$ cat src/rtl/serial_subtractor.sv
// Bit-serial unsigned subtractor: D = (A - B) mod 2^W, one bit per clock,
// LSB first, through a single full-subtractor cell and a borrow flip-flop.
// START is accepted only in IDLE. D/BOUT/ZERO are registered and change only
// on the edge that completes a computation.
module serial_subtractor #(
    parameter int W = 8
) (
    input  logic         CLK,
    input  logic         RST,
    input  logic         START,
    input  logic [W-1:0] A,
    input  logic [W-1:0] B,
    output logic         BUSY,
    output logic         DONE,
    output logic [W-1:0] D,
    output logic         BOUT,
    output logic         ZERO
);

    // Counter wide enough to hold 0..W-1 (at least one bit for W == 1).
    localparam int CW = (W > 1) ? $clog2(W) : 1;
    localparam logic [CW-1:0] CNT_LAST = CW'(W - 1);
    localparam logic [CW-1:0] CNT_ONE  = CW'(1);

    typedef enum logic [1:0] {
        ST_IDLE   = 2'd0,
        ST_SHIFT  = 2'd1,
        ST_FINISH = 2'd2
    } state_t;

    // Full-subtractor difference bit.
    function automatic logic fs_diff(input logic a, input logic b, input logic c);
        fs_diff = a ^ b ^ c;
    endfunction

    // Full-subtractor borrow out: borrow when a < b + c.
    function automatic logic fs_borrow(input logic a, input logic b, input logic c);
        fs_borrow = (~a & b) | (~(a ^ b) & c);
    endfunction

    state_t          state_r;
    state_t          state_s;
    logic [W-1:0]    sa_r;
    logic [W-1:0]    sb_r;
    logic [W-1:0]    res_r;
    logic            borrow_r;
    logic [CW-1:0]   cnt_r;

    logic            diff_bit_s;
    logic            borrow_nxt_s;
    logic            last_bit_s;
    logic [W-1:0]    dbit_msb_s;
    logic [W-1:0]    res_shift_s;

    // Serial datapath: one full-subtractor evaluation on the current LSBs,
    // result bit inserted at the MSB end so that after W shifts it is aligned.
    always_comb begin
        diff_bit_s   = fs_diff(sa_r[0], sb_r[0], borrow_r);
        borrow_nxt_s = fs_borrow(sa_r[0], sb_r[0], borrow_r);
        dbit_msb_s   = {W{1'b0}};
        dbit_msb_s[W-1] = diff_bit_s;
        res_shift_s  = (res_r >> 1'b1) | dbit_msb_s;
        last_bit_s   = (cnt_r == CNT_LAST);
    end

    // Next-state logic for the IDLE -> SHIFT -> FINISH sequence.
    always_comb begin
        state_s = state_r;
        case (state_r)
            ST_IDLE: begin
                if (START) begin
                    state_s = ST_SHIFT;
                end else begin
                    state_s = ST_IDLE;
                end
            end
            ST_SHIFT: begin
                if (last_bit_s) begin
                    state_s = ST_FINISH;
                end else begin
                    state_s = ST_SHIFT;
                end
            end
            ST_FINISH: begin
                state_s = ST_IDLE;
            end
            default: begin
                state_s = ST_IDLE;
            end
        endcase
    end

    // State register with synchronous reset.
    always_ff @(posedge CLK) begin
        if (RST) begin
            state_r <= ST_IDLE;
        end else begin
            state_r <= state_s;
        end
    end

    // Operand/result shift registers, borrow, counter and registered outputs.
    always_ff @(posedge CLK) begin
        if (RST) begin
            sa_r     <= {W{1'b0}};
            sb_r     <= {W{1'b0}};
            res_r    <= {W{1'b0}};
            borrow_r <= 1'b0;
            cnt_r    <= {CW{1'b0}};
            BUSY     <= 1'b0;
            DONE     <= 1'b0;
            D        <= {W{1'b0}};
            BOUT     <= 1'b0;
            ZERO     <= 1'b0;
        end else begin
            case (state_r)
                ST_IDLE: begin
                    DONE <= 1'b0;
                    if (START) begin
                        sa_r     <= A;
                        sb_r     <= B;
                        res_r    <= {W{1'b0}};
                        borrow_r <= 1'b0;
                        cnt_r    <= {CW{1'b0}};
                        BUSY     <= 1'b1;
                    end else begin
                        BUSY     <= 1'b0;
                    end
                end
                ST_SHIFT: begin
                    res_r    <= res_shift_s;
                    sa_r     <= sa_r >> 1'b1;
                    sb_r     <= sb_r >> 1'b1;
                    borrow_r <= borrow_nxt_s;
                    cnt_r    <= cnt_r + CNT_ONE;
                    if (last_bit_s) begin
                        // Final bit: publish the result in the same edge.
                        D    <= res_shift_s;
                        BOUT <= borrow_nxt_s;
                        ZERO <= (res_shift_s == {W{1'b0}});
                        BUSY <= 1'b0;
                        DONE <= 1'b1;
                    end else begin
                        BUSY <= 1'b1;
                        DONE <= 1'b0;
                    end
                end
                ST_FINISH: begin
                    BUSY <= 1'b0;
                    DONE <= 1'b0;
                end
                default: begin
                    BUSY <= 1'b0;
                    DONE <= 1'b0;
                end
            endcase
        end
    end

endmodule

$ cat config.mk
export PLATFORM = sky130hd
export DESIGN_NAME = serial_subtractor
export DESIGN_NICKNAME = d
export VERILOG_FILES = /design/src/rtl/serial_subtractor.sv
export SDC_FILE = /design/constraint.sdc
export NUM_CORES = 1
export LEC_CHECK = 0
export ABC_AREA = 1
export CORE_ASPECT_RATIO = 2
export CORE_UTILIZATION = 40
export DETAILED_ROUTE_END_ITERATION = 10
export PLACE_DENSITY = 0.63
export SLEW_MARGIN = 15
export SYNTH_ARGS = -nofsm -noshare
export SYNTH_HDL_FRONTEND = slang
export SYNTH_SLANG_ARGS = --single-unit
$ cat constraint.sdc
create_clock -name CLK -period 1.74 [get_ports CLK]
set_clock_uncertainty 0.15 [all_clocks]
set_input_delay 0.435 -clock CLK [delete_from_list [all_inputs] [get_ports CLK]]
set_output_delay 0.435 -clock CLK [all_outputs]
set_load 0.01 [all_outputs]
== Word level (Yosys, flattened, before mapping) ==
Cells that the tools add are included.
W data, S select, Z words.

* Add/subtract/negate cells: 1
* Equal/unequal tests: 3
* Muxes and demuxes: 17
* Bitwise operators: 9
* Reductions and logical operators: 6

{| class="wikitable"
|+ Operators with widths
! kind !! number
|-
| $pmux W8 S2 || 3
|-
| $mux W8 || 3
|-
| $logic_not A8 Y1 || 1
|-
| $or A7 B8 Y8 || 1
|-
| $pmux W3 S2 || 1
|-
| $mux W1 || 5
|-
| $pmux W1 S2 || 2
|-
| $pmux W2 S2 || 1
|-
| $reduce_and A2 Y1 || 2
|-
| $add A3 B1 Y3 const B || 1
|-
| $eq A3 B3 Y1 const B || 1
|-
| $mux W3 || 1
|-
| $not A1 Y1 || 3
|-
| $and A1 B1 Y1 || 2
|-
| $eq A2 B1 Y1 const B || 1
|-
| $logic_not A2 Y1 || 1
|-
| $mux W2 || 1
|-
| $ne A2 B2 Y1 const B || 1
|-
| $reduce_bool A2 Y1 || 1
|-
| $reduce_or A2 Y1 || 1
|-
| $xor A1 B1 Y1 || 2
|-
| $or A1 B1 Y1 || 1
|}

* Flip-flop bits (word level): 42
* Input bits: 19

== Depth between registers and ports, before layout ==
Gate-level depths: netlist of the first run.

* Word-level depth: 5
* Depth in mapped cells: 8
* Depth with buffers taken out: 8

== Least setup slack after synthesis of the first run ==
OpenSTA, ideal clock, no wires.

* Path type: reg-to-reg
* Start point: register sb_r[0]
* End point: register ZERO
* Library setup time: 112 ps
* Data arrival time: 1105 ps
* Data required time: 1478 ps
* Slack: 373 ps
* Stages on the path, launching flop included: 8
* Path buffers: 0
* Period minus slack after synthesis: 1367 ps
* Path through: dfxtp_1 > inv_1 > fa_1 > nor2_1 > nand2_1 > nor2_1 > nor2_1 > nor2_1

* Word-level cells in the longest chain between the ends: 4

{| class="wikitable"
|+ RTL lines
! item !! line !! source
|-
| start: declaration || 44 || <nowiki>logic [W-1:0] sb_r;</nowiki>
|-
| start signal: assignment || 106 || <nowiki>sb_r <= {W{1'b0}};</nowiki>
|-
| start signal: assignment || 133 || <nowiki>sb_r <= sb_r >> 1'b1;</nowiki>
|-
| $xor A1 B1 Y1 (2 in series) || 33 || <nowiki>fs_diff = a ^ b ^ c;</nowiki>
|-
| via diff_bit_s || 49 || <nowiki>logic diff_bit_s;</nowiki>
|-
| $or A7 B8 Y8 || 62 || <nowiki>res_shift_s = (res_r >> 1'b1) | dbit_msb_s;</nowiki>
|-
| $logic_not A8 Y1 || 140 || <nowiki>ZERO <= (res_shift_s == {W{1'b0}});</nowiki>
|-
| end signal: assignment || 140 ||
|-
| end: declaration || 17 || <nowiki>output logic ZERO</nowiki>
|}

The timed path passes the listed nets, and every way through them passes these cells.
A chain may end at the register's enable or synchronous reset.

==> results of run 1 <==
layer usage:
metal	vias up	global-route usage (%)
li1	813	-
met1	712	17.9
met2	31	33.5
met3	7	4.15
met4	0	11.5
met5	-	0
layout by cell type, fill, tap and decap left out, drive strengths merged, types with 2 or more instances in the layout:
| master | n |
|---|---|
| inv | 22 |
| dlygate4sd2 | 9 |
| dfxtp | 40 |
| dlymetal6s2s | 3 |
| a21oi | 13 |
| clkinv | 3 |
| o21ai | 3 |
| nand3 | 47 |
| ha | 2 |
| buf | 8 |
| clkdlybuf4s50 | 18 |
| nor3 | 14 |
| nor2 | 27 |
| nand2 | 48 |
| clkbuf | 6 |
power breakdown:
group          switching [W]  internal, W
clock               0.000320     0.000316
combinational       0.000147     0.000123
sequential         0.0000173     0.000958
cell usage after synthesis (2+ instances only):
master,number,area share (%)
nor3_1,14,4.0
buf_2,8,2.3
dfxtp_1,40,46
nand2_1,46,10
buf_6,4,2.6
nor2_1,26,5.6
a21oi_1,13,3.8
inv_1,19,4.1
ha_1,2,1.4
inv_2,3,0.65
nand2_2,2,0.72
nand3_1,47,14
o21ai_0,3,0.87
registers in the layout, indices dropped and copies added, names as in the netlist:
register and cells:
BOUT 1, D 8, DONE 1, ZERO 1
borrow_r 1, cnt_r 3, res_r 7, sa_r 8
sb_r 8, state_r 2
stage by stage:
stage / setup WS, ps / utilization (%) / cells
after floorplan: 373 / - / 236
after global placement: 19.4 / 50.8 / 311
after detailed placement: 27.3 / 50.8 / 311
after CTS: 1.24 / 52.8 / 319
after global routing: 72.3 / 52.9 / 319
final: 212 / 52.9 / 319
worst min-delay path by stage:
stage,startpoint,to,slack (ps),depth (start not counted)
after floorplan,cnt_r[0],cnt_r[0],280,1
after global placement,cnt_r[0],cnt_r[0],290,1
after detailed placement,cnt_r[0],cnt_r[0],300,1
after CTS,cnt_r[0],cnt_r[0],310,1
after global routing,cnt_r[0],cnt_r[0],320,1
final,D[6],D[6],320,2
logic make-up (layout without fill, tap and decap cells):
family,count (synthesis),after routing,synth area share (%)
AND/OR/NAND/NOR,138,138,35.4
flip-flops,40,40,46.2
buffers and inverters,38,69,10.8
AO/OA/AOI/OAI,17,17,5.05
adder cells (fa/ha/maj),3,3,2.60
area by class of cell:
type                    count  area (um^2)  share of cell area [%]
inverters                  23         86.3                    3.95
well taps                  52         65.1                    2.98
flip-flops and latches     40          802                    36.7
clock buffers               6         82.6                    3.78
repair buffers             38          394                    18.0
multi-input cells         158          746                    34.1
clock inverters             2         10.0                   0.458
worst min-delay path, cell delays in order, from the launching register on:
cell	delay (ps)
dfxtp_1	310
nand3_1	70
nand2_1	50
repair_timing:
item,4_1_cts,5_1_grt
setup endpoints to repair,9,3
resized for setup,10,3
endpoints found under the hold margin,0,0
==> flow_metrics.tcl, run 1 <==
set metrics [dict create \
    run_status "finished, final reports clean" \
    maxSlewViolCount 0 \
    numCtsBuffers 5 \
    path_buf_inv 1 \
    wl_per_cell_um 11.4 \
    viasPerCell 4.90 \
    nets 288 \
    ys_seq_area_share_pct 46.2 \
    worst-r2r-setup-slack_ps 240 \
    drive_gt1_share_pct 8.61 \
    clk_pin_slew_ps 80 \
    syn_area_um2 1730 \
    regToRegStartpoint "cnt_r[0]" \
    wl_um 3630 \
    max_freq_ghz 0.655 \
    drc 0 \
    start_util_pct 42.0 \
    crit_required_ps 1150 \
    antenna_cells 0 \
    cp.depth 1 \
    async_flop_share_pct 0 \
    leakage_nw 1.02 \
    r2r-end "ZERO" \
    yosysWarningCount 0 \
    rsz0062_at_grt "false" \
    die_y_um 95.1 \
    dr_wl_met2_um 1880 \
    clockBufferDepth 2 \
    die-area_um2 4620 \
    post-route-min-period_ps 1530 \
    hold_violations 0 \
    setup_violations 0 \
    clock_sinks 40 \
    wl_met1_um 1540 \
    cts.htree.levels 2 \
    slew_headroom_pct 74.7 \
    syn_area_per_cell_um2 7.34 \
    firstDrtPassIters 4 \
    fill_cells 433 \
    postCtsHoldBufs 0 \
    ys_ff_latch 40 \
    crit_chain "dlygate4sd2_1" \
    yosysUniqueCellTypes 22 \
    holdCritPathClass "register to register" \
    track_usage_pct 18.1 \
    grt_max_degree 31 \
    gp_congestion 0.756 \
    cts_setup_buffers 0 \
    critPathCapture "BUSY" \
    highest_layer "met4" \
    finalPower_w 0.00188 \
    clk_latency_ps 290 \
    tritoncts "yes" \
    worstMarginPinSlew_ps 379 \
    worst_setup_path_end_kind "output pin" \
    grt_pass1_wl_um 6260 \
    crit_arrival_ps 940 \
    synth_edf_count 0 \
    dp.final_hpwl_um 2470 \
    dr_wl_met3_um 111 \
    crit_path_start_kind "register" \
    grt_pass1_vias 1441 \
    grt_overflow_total 0 \
    whs_ps 317 \
    max_stage_delay_ps 380 \
    die_x_um 48.5 \
    num_rows 33 \
    placedInstanceArea_um2 2100 \
    peakVddDrop_v 0.000767 \
    power_density_nw_per_um2 861 \
    port_buffers 30 \
    route.antenna.remaining_nets 0 \
    cts-root-buf "clkbuf_8" \
    syn-num-nets 258 \
    syn_inst 236 \
    core_area_um2 4130 \
    crit_fanout 4 \
    cp-startpoint "state_r[0]" \
    path_delay_family "flip-flops" \
    slowest_stage "dfxtp_2" \
    antenna_found_initial 0 \
    path_class "register to output pin" \
    final_cell_area_um2 2190 \
    finalCritPeriodShare_pct 87.8 \
    syn2layout_area_growth_pct 26.1 \
    vias 1563 \
    synthFlopType "dfxtp_1" \
    tns_ps 0 \
    ioPinCount 31 \
    r2r_cells 6 \
    drt_iter0_drc 33 \
    cap_violations 0 \
]
Power figures use the tool's default switching activity.
==> run 2: changes to the inputs <==
CORE_UTILIZATION = 45   (was 40)
PLACE_DENSITY = 0.7   (was 0.63)
==> flow_metrics.tcl, run 2 (same netlist as run 1, synthesis figures left out) <==
set metrics [dict create \
    run_status "finished, final reports clean" \
    die-area_um2 4120 \
    crit_fanout 4 \
    viasPerCell 4.97 \
    slew_headroom_pct 76.7 \
    core_area_um2 3650 \
    crit_arrival_ps 930 \
    start_util_pct 47.5 \
    die_x_um 45.9 \
    grt_pass1_vias 1513 \
    wl_per_cell_um 11.0 \
    wl_met1_um 1420 \
    ioPinCount 31 \
    placed_cells 309 \
    cts-root-buf "clkbuf_8" \
    track_usage_pct 20.4 \
    firstDrtPassIters 4 \
    route.antenna.remaining_nets 0 \
    clockBufferDepth 2 \
    gp_congestion 0.795 \
    finalPower_w 0.00187 \
    holdCritPathClass "register to register" \
    max_stage_delay_ps 370 \
    highest_layer "met4" \
    path_buf_inv 1 \
    finalNonFillerCells 317 \
    worst_setup_path_end_kind "output pin" \
    antenna_found_initial 0 \
    post-route-min-period_ps 1520 \
    drive_gt1_share_pct 8.21 \
    final_cell_mix "47 x nand3_1, 46 x nand2_1, 39 x dfxtp_1" \
    drc 0 \
    port_buffers 30 \
    slowest_stage "dfxtp_2" \
    cts.htree.levels 2 \
    setup_violations 0 \
    crit_path_start_kind "register" \
    tritoncts "yes" \
    grt_pass1_wl_um 6350 \
    drt_iter0_drc 30 \
    syn2layout_area_growth_pct 25.3 \
    fill_cells 382 \
    dr_wl_met2_um 1900 \
    path_class "register to output pin" \
    peakVddDrop_v 0.000841 \
    grt_overflow_total 0 \
    dp.final_hpwl_um 2450 \
    antenna_cells 0 \
    tns_ps 0 \
    path_delay_family "flip-flops" \
    crit_chain "dlygate4sd2_1" \
    power_density_nw_per_um2 862 \
    cap_violations 0 \
    dr_wl_met3_um 96 \
    nets 289 \
    numCtsBuffers 5 \
    maxSlewViolCount 0 \
    grt_max_degree 23 \
    finalCritPeriodShare_pct 87.3 \
    wl_um 3500 \
    rsz0062_at_grt "false" \
    hold_violations 0 \
    num_rows 31 \
    clock_sinks 40 \
    vias 1574 \
    clk_pin_slew_ps 70 \
    worstMarginPinSlew_ps 348 \
    leakage_nw 0.998 \
    die_y_um 89.8 \
    final_common_cell "nand3_1" \
    reg_top3 "D: 8 flops, sa_r: 8 flops, sb_r: 8 flops" \
    max_freq_ghz 0.658 \
    clk_latency_ps 290 \
    crit_required_ps 1150 \
]
-- run 2: cell types whose count changed in the layout (fill, tap and decap cells not counted), sizes merged --
cell          change
buf               +1
clkbuf            +2
clkinv            -2
dlygate4sd2       +1
dlymetal6s2s      -1
-- run 2: routing by layer --
metal	global-route usage [%]	up-vias
met3	4.22	6
met4	9.56	0
met1	22.3	725
met5	0	-
met2	34.9	25
li1	-	818
-- run 2: per-stage QoR --
step                hold WS [ps]  cell area, um^2  utilization (%)  setup slack (ps)
floorplan                    280             1730                -               373
detailed placement           310             2090             57.2              22.3
global route                 339             2170             59.5              78.3
finish                       316             2170             59.5               221
global placement             303             2090             57.2              44.0
CTS                          319             2170             59.4              2.30
-- run 2: final cells by class --
cell class                 instances  area [um^2]  area share (%)
inverter                          23         86.3            3.98
sequential                        40          802            36.9
multi-input combinational        158          746            34.4
clock buffer                       8         90.1            4.15
timing repair buffer              39          385            17.8
tap                               49         61.3            2.82
-- run 2: path summary, 6_finish.rpt --
| kind | startpoint | endpoint | slack, ps | depth (start not counted) |
|---|---|---|---|---|
| setup / recovery | state_r[0] | BUSY | 220 | 1 |
| hold / removal | D[5] | D[5] | 320 | 2 |
| setup reg to reg | cnt_r[0] | BOUT | 240 | 7 |
| hold reg to reg | D[5] | D[5] | 320 | 2 |
-- run 2: repair_timing --
| action | in CTS | in global routing |
|---|---|---|
| buffers inserted | 0 | 0 |
| gates resized for setup | 11 | 2 |
| endpoints found under the setup margin | 10 | 2 |
| cloned | 0 | 0 |
| pin swaps | 0 | 0 |
| hold buffers | 0 | 0 |
-- run 2: power breakdown --
group / internal [W] / total (W) / switching (W)
Sequential: 0.000958 / 0.000976 / 0.0000179
Combinational: 0.000120 / 0.000265 / 0.000145
Clock: 0.000323 / 0.000631 / 0.000307
==> run 3: changes to the inputs <==
GPL_TIMING_DRIVEN = 0   (was default)
==> flow_metrics.tcl, run 3 (same netlist as run 1, synthesis figures left out) <==
set metrics [dict create \
    cts-root-buf "clkbuf_8" \
    wl_um 3750 \
    viasPerCell 4.92 \
    drive_gt1_share_pct 10.6 \
    regToRegStartpoint "cnt_r[0]" \
    holdCritPathClass "register to register" \
    final_cell_area_um2 2180 \
    cts.htree.levels 2 \
    numCtsBuffers 5 \
    firstDrtPassIters 4 \
    path_buf_inv 3 \
    crit_fanout 10 \
    track_usage_pct 21.2 \
    r2r-end "D[7]" \
    r2r_cells 8 \
    num_rows 31 \
    die_x_um 45.9 \
    worstMarginPinSlew_ps 484 \
    grt_max_degree 13 \
    die-area_um2 4120 \
    peakVddDrop_v 0.000529 \
    run_status "finished, final reports clean" \
    whs_ps 314 \
    rsz0062_at_grt "false" \
    path_class "input port to register" \
    start_util_pct 47.5 \
    max_freq_ghz 0.604 \
    pre_cts_slack_ps -295 \
    leakage_nw 1.00 \
    syn2layout_area_growth_pct 25.7 \
    placedInstanceArea_um2 2090 \
    final_cell_mix "47 x nand3_1, 46 x nand2_1, 39 x dfxtp_1" \
    crit_arrival_ps 1700 \
    antenna_found_initial 0 \
    setup_slack_ps 85.4 \
    slew_headroom_pct 67.8 \
    route.antenna.remaining_nets 0 \
    post-route-min-period_ps 1650 \
    setup_violations 0 \
    port_buffers 30 \
    maxSlewViolCount 0 \
    crit_chain "clkdlybuf4s50_1 > clkinv_1 > clkbuf_2 > nand3_1 > nor2_1" \
    dp.final_hpwl_um 2770 \
    worst-r2r-setup-slack_ps 190 \
    max_stage_delay_ps 530 \
    path_delay_family "buffers and inverters" \
    clk_latency_ps 300 \
    crit_path_start_kind "input port" \
    tritoncts "yes" \
    postCtsHoldBufs 0 \
    die_y_um 89.8 \
    slowest_stage "clkdlybuf4s50_1" \
    core_area_um2 3650 \
    cp.depth 5 \
    worst_setup_path_end_kind "register" \
    finalPower_w 0.00188 \
    wl_per_cell_um 11.6 \
    grt_overflow_total 0 \
    antenna_cells 0 \
    clockBufferDepth 2 \
    drc 0 \
    final_common_cell "nand3_1" \
    hold_violations 0 \
    nets 295 \
    power_density_nw_per_um2 865 \
    reg_top3 "D: 8 flops, sa_r: 8 flops, sb_r: 8 flops" \
    clk_pin_slew_ps 80 \
    finalCritPeriodShare_pct 95.1 \
    clock_sinks 40 \
    ioPinCount 31 \
    hold_path_depth 2 \
    cap_violations 0 \
    grt_pass1_vias 1478 \
    drt_iter0_drc 34 \
    critPathCapture "sa_r[6]" \
    gp_congestion 0.842 \
    grt_pass1_wl_um 6400 \
    vias 1590 \
    cp-startpoint "RST" \
    finalNonFillerCells 323 \
    placed_cells 315 \
    crit_required_ps 1780 \
]
==> run 3: cell types whose count changed in the layout (fill, tap and decap cells not counted) <==
| cell | before | now |
|---|---|---|
| buf_2 | 0 | 8 |
| clkbuf_1 | 2 | 0 |
| dlymetal6s2s_1 | 2 | 1 |
| clkbuf_2 | 0 | 1 |
| buf_1 | 0 | 1 |
| buf_4 | 7 | 1 |
| buf_6 | 0 | 4 |
| buf_12 | 2 | 0 |
| dlygate4sd2_1 | 10 | 11 |
| clkinv_2 | 0 | 2 |
==> run 3: power breakdown <==
part	internal, W	total, W	switching [W]
registers	0.000958	0.000975	0.0000170
logic	0.000124	0.000275	0.000151
clock network	0.000316	0.000634	0.000318
total	0.00140	0.00188	0.000486
==> run 3: how the worst min path moves through the flow <==
stage	slack, ps	endpoint	from
after global routing	330	D[1]	D[1]
after CTS	320	D[2]	D[2]
after detailed placement	310	cnt_r[0]	cnt_r[0]
final	310	D[2]	D[2]
after floorplan	280	cnt_r[0]	cnt_r[0]
after global placement	300	cnt_r[0]	cnt_r[0]
==> run 3: what timing repair did <==
| action | CTS | global route |
|---|---|---|
| buffers inserted | 0 | 0 |
| resized for setup | 12 | 3 |
| pin swaps | 0 | 0 |
| endpoints found under the setup margin | 11 | 11 |
==> run 3: per-layer routing <==
layer,routed length (um),track usage (%),vias up
li1,-,-,826
met3,117,4.82,8
met2,2050,35.6,35
met5,0,0,-
met4,101,11.5,0
met1,1480,22.9,721
==> run 3: cell type report <==
cell class | instances | area (um^2)
Timing Repair Buffer | 30 | 289
Fill cell | 390 | 1470
Inverter | 23 | 86.3
Clock inverter | 2 | 10.0
Multi-Input combinational cell | 158 | 746
Tap cell | 49 | 61.3
Sequential cell | 40 | 802
Buffer | 15 | 101
Clock buffer | 6 | 82.6
==> run 3: metrics by stage <==
stage               setup TNS, ps  util [%]
detailed placement          -5400      57.4
floorplan                       0         -
CTS                             0      59.6
global placement            -5120      57.4
global route                    0      59.7
finish                          0      59.7
==> run 3: worst min-delay path: cells and delay by family (launching register included) <==
kind / cells / cell delay (ps)
and+or+nand+nor: 2 / 120
DFF: 1 / 310
